**config.mk**
```make
export PLATFORM = sky130hd
export DESIGN_NAME = qcldpc_parity_accumulator
export DESIGN_NICKNAME = d
export VERILOG_FILES = /design/src/rtl/qcldpc_parity_accumulator.sv
export SDC_FILE = /design/constraint.sdc
export NUM_CORES = 2
export LEC_CHECK = 0
export CAP_MARGIN = 5
export CORE_MARGIN = 8
export CORE_UTILIZATION = 30
export DETAILED_ROUTE_END_ITERATION = 6
export SYNTH_ARGS = -nofsm -noshare
export SYNTH_HDL_FRONTEND = slang
export SYNTH_SLANG_ARGS = --single-unit
```
**constraint.sdc**
```tcl
create_clock -name CLK -period 1.7 [get_ports CLK]
set_input_delay 0.255 -clock CLK [delete_from_list [all_inputs] [get_ports CLK]]
set_output_delay 0.255 -clock CLK [all_outputs]
set_load 0.01 [all_outputs]
```
**src/rtl/qcldpc_parity_accumulator.sv**
```systemverilog
// Accumulates rotated info blocks into one lambda vector per parity row. A finished set
// passes through a one-cycle completion stage into a single output buffer with valid/ready.
module qcldpc_parity_accumulator #(
  parameter int HIGHEST_SUPPORTED_Z_VAL      = 81,
  parameter int NUM_PARITY_BLKS_PER_CODE_BLK = 4,
  parameter int NUM_INFO_BLKS_PER_CODE_BLK   = 20,
  parameter int LEVEL_OF_PARALLELIZATION     = 1,
  localparam int MZ    = HIGHEST_SUPPORTED_Z_VAL,
  localparam int NP    = NUM_PARITY_BLKS_PER_CODE_BLK,
  localparam int IB    = NUM_INFO_BLKS_PER_CODE_BLK,
  localparam int PL    = LEVEL_OF_PARALLELIZATION,
  localparam int CW    = $clog2(IB + 1)
) (
  input  logic                     CLK,
  input  logic                     rst_n,
  input  logic [NP*PL*(MZ+1)-1:0]  rot_in,
  input  logic [MZ-1:0]            z_mask,
  input  logic                     clr,
  output logic [NP*MZ-1:0]         lam_data,
  output logic                     lam_valid,
  input  logic                     lam_ready,
  output logic [CW-1:0]            col_cnt,
  output logic                     err_lane,
  output logic                     err_ovf
);

  localparam int LANES = NP * PL;
  localparam int LW    = MZ + 1;

  if (IB % PL != 0) begin : g_bad_cfg
    $fatal(1, "NUM_INFO_BLKS_PER_CODE_BLK must be a multiple of LEVEL_OF_PARALLELIZATION");
  end

  typedef enum logic {BUF_EMPTY, BUF_FULL} buf_state_t;

  logic [LANES-1:0]        lane_vld;
  logic [NP-1:0][MZ-1:0]   beat_xor;
  logic [NP-1:0][MZ-1:0]   acc_q;
  logic [NP-1:0][MZ-1:0]   acc_nxt;
  logic [NP-1:0][MZ-1:0]   pend_data;
  logic [NP-1:0][MZ-1:0]   buf_data;
  logic                    pend_vld;
  logic [CW-1:0]           col_q;
  logic                    beat;
  logic                    partial;
  logic                    last_beat;
  logic                    load;
  logic                    ovf;
  buf_state_t              buf_state;
  buf_state_t              buf_next;

  // Fold the PL columns of each parity row into one masked contribution.
  always_comb begin
    lane_vld = '0;
    beat_xor = '0;
    acc_nxt  = acc_q;
    for (int n = 0; n < LANES; n++) begin
      lane_vld[n] = rot_in[n*LW + MZ];
    end
    for (int r = 0; r < NP; r++) begin
      for (int p = 0; p < PL; p++) begin
        beat_xor[r] = beat_xor[r] ^ rot_in[(r*PL + p)*LW +: MZ];
      end
      acc_nxt[r] = acc_q[r] ^ (beat_xor[r] & z_mask);
    end
  end

  assign beat      = (&lane_vld) && !clr;
  assign partial   = (|lane_vld) && !(&lane_vld) && !clr;
  assign last_beat = beat && (col_q == CW'(IB - PL));

  always_ff @(posedge CLK or negedge rst_n) begin
    if (!rst_n) begin
      acc_q    <= '0;
      col_q    <= '0;
      err_lane <= 1'b0;
    end else begin
      if (clr || last_beat) begin
        acc_q <= '0;
        col_q <= '0;
      end else if (beat) begin
        acc_q <= acc_nxt;
        col_q <= col_q + CW'(PL);
      end
      if (partial) begin
        err_lane <= 1'b1;
      end
    end
  end

  // Completion stage: holds a finished set for one cycle so acc can restart immediately.
  always_ff @(posedge CLK or negedge rst_n) begin
    if (!rst_n) begin
      pend_vld  <= 1'b0;
      pend_data <= '0;
    end else begin
      pend_vld <= last_beat;
      if (last_beat) begin
        pend_data <= acc_nxt;
      end
    end
  end

  assign load = pend_vld && ((buf_state == BUF_EMPTY) || lam_ready);
  assign ovf  = pend_vld && (buf_state == BUF_FULL) && !lam_ready;

  always_ff @(posedge CLK or negedge rst_n) begin
    if (!rst_n) begin
      buf_state <= BUF_EMPTY;
    end else begin
      buf_state <= buf_next;
    end
  end

  always_comb begin
    buf_next = buf_state;
    case (buf_state)
      BUF_EMPTY: if (pend_vld) buf_next = BUF_FULL;
      BUF_FULL:  if (lam_ready && !pend_vld) buf_next = BUF_EMPTY;
      default:   buf_next = BUF_EMPTY;
    endcase
  end

  always_comb begin
    lam_valid = (buf_state == BUF_FULL);
  end

  always_ff @(posedge CLK or negedge rst_n) begin
    if (!rst_n) begin
      buf_data <= '0;
      err_ovf  <= 1'b0;
    end else begin
      if (load) begin
        buf_data <= pend_data;
      end
      if (ovf) begin
        err_ovf <= 1'b1;
      end
    end
  end

  assign lam_data = buf_data;
  assign col_cnt  = col_q;

endmodule
```
==> results by group <==
Outcome
  – Status: complete, but fails checks
  – Violated checks: negative setup slack

Job
  – Max_cap viols: 0

Die
  – Initial Util: 30.13%
  – Ports: 745
  – Die area: 165000 um^2
  – Core footprint: 151500 um^2
  – Site Rows: 143
  – Die Height: 406.1 um
  – Die W: 406.1 um

Timing
  – RSZ-0062 raised after global routing: yes
  – Post-route minimum period: 1.785 ns
  – Final setup viols: 148
  – Fmax: 560.3 MHz
  – Worst-Margin Slew: 0.8127 ns
  – Final Hold Viols: 0
  – Max_slew headroom: 45.64%
  – Period utilization: 105.0%
  – Final Max Tran Viols: 0
  – Setup WS post-layout: -0.08484 ns
  – Max Clock Skew: 0.05140 ns

Pwr
  – Flop pwr share: 45.4%
  – P_sw: 13.77 mW
  – Peak supply drop: 0.7767 mV
  – Switching share of power: 25.58%
  – Leakage power: 29.49 nW
  – Internal power: 40.07 mW
  – Cell Pwr Density: 804.6 nW/um^2
  – Final Power: 53.84 mW
  – Clock network fraction of total power: 44.2%
  – Gate power share: 10.4%

Cells and area
  – Area taken by multi-input logic gates: 21000 um^2
  – Post-layout util: 44.16%
  – Non-filler cells, final: 7405
  – Area grow syn2layout: 46.55%
  – Design Area, Final: 66920 um^2
  – # nets final: 5688
  – Register area: 24550 um^2
  – Layout cells sized above 1: 27.11%
  – Fill cells: 13940

Critical path
  – WS Path Type: reg -> reg
  – Worst Setup End Kind: flop
  – CP top delay family: buffers and inverters
  – CP Launch Type: flop
  – WP data arrival: 2.43 ns
  – CP Data Required Time: 2.34 ns
  – CP bufs+invs: 4
  – CP max-delay cell: dfrtp_1
  – Cell mode on critical path: buf_12
  – Crit-path cells: ha_4, and4bb_4, buf_12, buf_12, buf_16, buf_12, o2111ai_4, o21ai_1
  – Crit-path max FO: 8
  – Max stage delay on crit path: 0.39 ns

CTS
  – CTS tree: yes
  – H-tree levels: 3
  – Clk buf depth: 3
  – CTS root buf: clkbuf_16
  – Clock Latency Late Sink: 0.73 ns
  – Clk slew on worst S/H paths: 0.06 ns
  – Clock sinks: 981
  – CTS Buf Count: 109

Routing
  – DRT antenna net count: 0
  – Router iterations before antenna repair: 5
  – Drt total wl: 180.1 mm
  – DR vias: 39560
  – Drt initial violations: 2702
  – Vias per inst: 5.342
  – Routed wire per std cell: 24.33 um
  – DRC Markers: 0

Yosys
  – FF+latch count, synth: 981
  – Synth Net Count: 4669
  – Synth warn: 0
  – Mux share of post-synthesis cell area: 7.990%
  – Largest family of logic cells by synthesized area: compound AO/OA/AOI/OAI gates
  – Compound-cell area share of the yosys netlist: 22.33%
  – Post-Synthesis Cells: 4255
  – Post-synthesis adder-cell area fraction: 0.02740%
  – Leading area contributor after synthesis: dfrtp_1
  – Register area share after synthesis: 53.76%
  – Mean Syn Cell Area: 10.73 um^2
  – Syn Std Cell Area: 45660 um^2
  – Yosys top cell area share: 53.76%
  – Distinct cells, synth: 29
  – Top post-synthesis cells by area: dfrtp_1, mux2_2, o21ai_0, and3b_1, o2111ai_1
  – Simple-Gate Fraction of Synth Area: 10.11%
  – Synth Area in XOR/XNOR: 0%

Global routing
  – Pin count of the biggest net entering global routing: 93
  – Gr usage total: 20.15%
  – First-pass GRT wire length: 256.6 mm
  – Initial antenna violation count: 24
  – Vias in the first global route: 39480
  – Grt ovf: 0

Placed design
  – Post-DP Area: 58180 um^2
  – Hpwl dp: 120.4 mm
  – Gpl congestion: 0.8481
  – Port-buffer cells: 744
  – Placed Cells: 7072
  – Pre-CTS setup slack: -0.3800 ns

Min path
  – HP Class: in -> async
## worst register-to-register path, delay by kind of cell (launching register included)
| family | cells | cell delay [ns] |
|---|---|---|
| AOI/OAI and AO/OA | 2 | 0.25 |
| DFF | 1 | 0.39 |
| buffers and inverters | 4 | 0.68 |
| adders and majority gates | 1 | 0.19 |
| and+or+nand+nor | 1 | 0.25 |
## cell usage after synthesis
cell type	count
a21boi_0	324
a21oi_1	328
a31o_2	1
a31oi_1	1
and3b_1	324
and4_1	1
and4bb_2	1
buf_1	10
buf_2	160
clkbuf_1	153
dfrtp_1	981
ha_1	1
inv_1	327
mux2_2	324
nand2_1	6
nand2b_1	1
nand3_1	326
nand3b_1	1
nand4_1	1
nand4bb_4	1
nor2b_1	1
nor3_4	1
o2111ai_1	324
o21ai_0	625
o21ai_1	25
o21bai_1	1
o31ai_1	1
or3_1	2
or4_1	3
## area by class of cell
type,count,area share [%]
Multi-Input combinational cell,2625,31.38
Antenna cell,16,0.05983
Timing Repair Buffer,1230,20.88
Sequential cell,981,36.69
Clock buffer,164,4.775
Inverter,327,1.845
Tap cell,2030,3.795
Clock inverter,32,0.5703
## state kept, by name, indices dropped and copies added, names as in the netlist
signal / flops
col_cnt: 5
pend_vld: 1
lam_data: 324
err_ovf: 1
lam_valid: 1
err_lane: 1
pend_data: 324
acc_q: 324
## power by group through the flow
| stage | registers [mW] | logic, mW | clock network (mW) |
|---|---|---|---|
| final | 24.4 | 5.60 | 23.8 |
| after global routing | 24.5 | 6.04 | 25.4 |
| after CTS | 24.4 | 5.08 | 24.4 |
| after detailed placement | 24.8 | 4.96 | 0 |
| after global placement | 24.8 | 4.87 | 0 |
| after floorplan | 24.7 | 1.83 | 0 |
## per-stage QoR
stage / hold slack, ns / setup TNS, ns
2_1_floorplan: -0.04059 / 0
3_3_place_gp: 0.1239 / -221.32
3_5_place_dp: 0.1208 / -246.45
4_1_cts: 0.1763 / -22.37
5_1_grt: 0.2020 / -22.23
6_report: 0.2415 / -3.920
## metal layers
| layer | global-route usage, % | up-vias | wire length (um) |
|---|---|---|---|
| li1 | - | 17830 | - |
| met1 | 26.99 | 20190 | 78690 |
| met2 | 32.65 | 1268 | 84770 |
| met3 | 4.035 | 266 | 11350 |
| met4 | 6.717 | 8 | 5271 |
| met5 | 0 | - | 55 |
## layout by cell type, fill, tap and decap left out, types with 3 or more instances in the layout
master / count
inv_6: 3
buf_8: 34
o21ai_1: 298
buf_4: 227
buf_16: 34
buf_12: 135
clkbuf_8: 24
and3b_1: 324
clkdlybuf4s50_1: 411
dfrtp_2: 3
buf_2: 82
clkdlybuf4s15_2: 63
clkinvlp_4: 4
buf_6: 31
clkbuf_1: 30
o21ai_2: 134
dlygate4sd2_1: 13
diode_2: 16
nand2_1: 4
o2111ai_2: 107
inv_1: 326
nand3_1: 326
or4_1: 3
clkinv_16: 4
o2111ai_4: 74
clkdlybuf4s15_1: 169
clkbuf_16: 137
mux2_2: 324
o21ai_0: 218
clkinv_2: 17
o2111ai_1: 143
bufinv_16: 4
a21oi_1: 328
a21boi_0: 324
dfrtp_1: 978
## logic make-up after synthesis
family                   count (synthesis)
adder cells (fa/ha/maj)                  1
buffers and inverters                  650
multiplexers                           324
AO/OA/AOI/OAI                         1630
flip-flops                             981
AND/OR/NAND/NOR                        669
## what timing repair did
item | 4_1_cts | 5_1_grt
gates resized for setup | 1206 | 698
setup buffers | 54 | 22
pin swaps | 5 | 73
hold buffers | 2 | 0
hold endpoints to repair | 698 | 0
gates cloned | 38 | 31
endpoints found under the setup margin | 731 | 624
## final timing paths
check                                            start  cells after the start  slack, ns                          to
worst max-delay path            col_cnt[1]$_DFFE_PN0P_                      8      -0.08  pend_data[209]$_DFFE_PN0P_
worst min-delay path                             rst_n                      3       0.24       acc_q[47]$_DFFE_PN0P_
worst max register to register  col_cnt[1]$_DFFE_PN0P_                      8      -0.08  pend_data[209]$_DFFE_PN0P_
worst min register to register     err_ovf$_DFFE_PN0P_                      1       0.48         err_ovf$_DFFE_PN0P_
max in group asynchronous                        rst_n                      3       0.26   pend_data[66]$_DFFE_PN0P_
min in group CLK                           rot_in[324]                      4       0.32      acc_q[321]$_DFFE_PN0P_
Power figures use the tool's default switching activity.
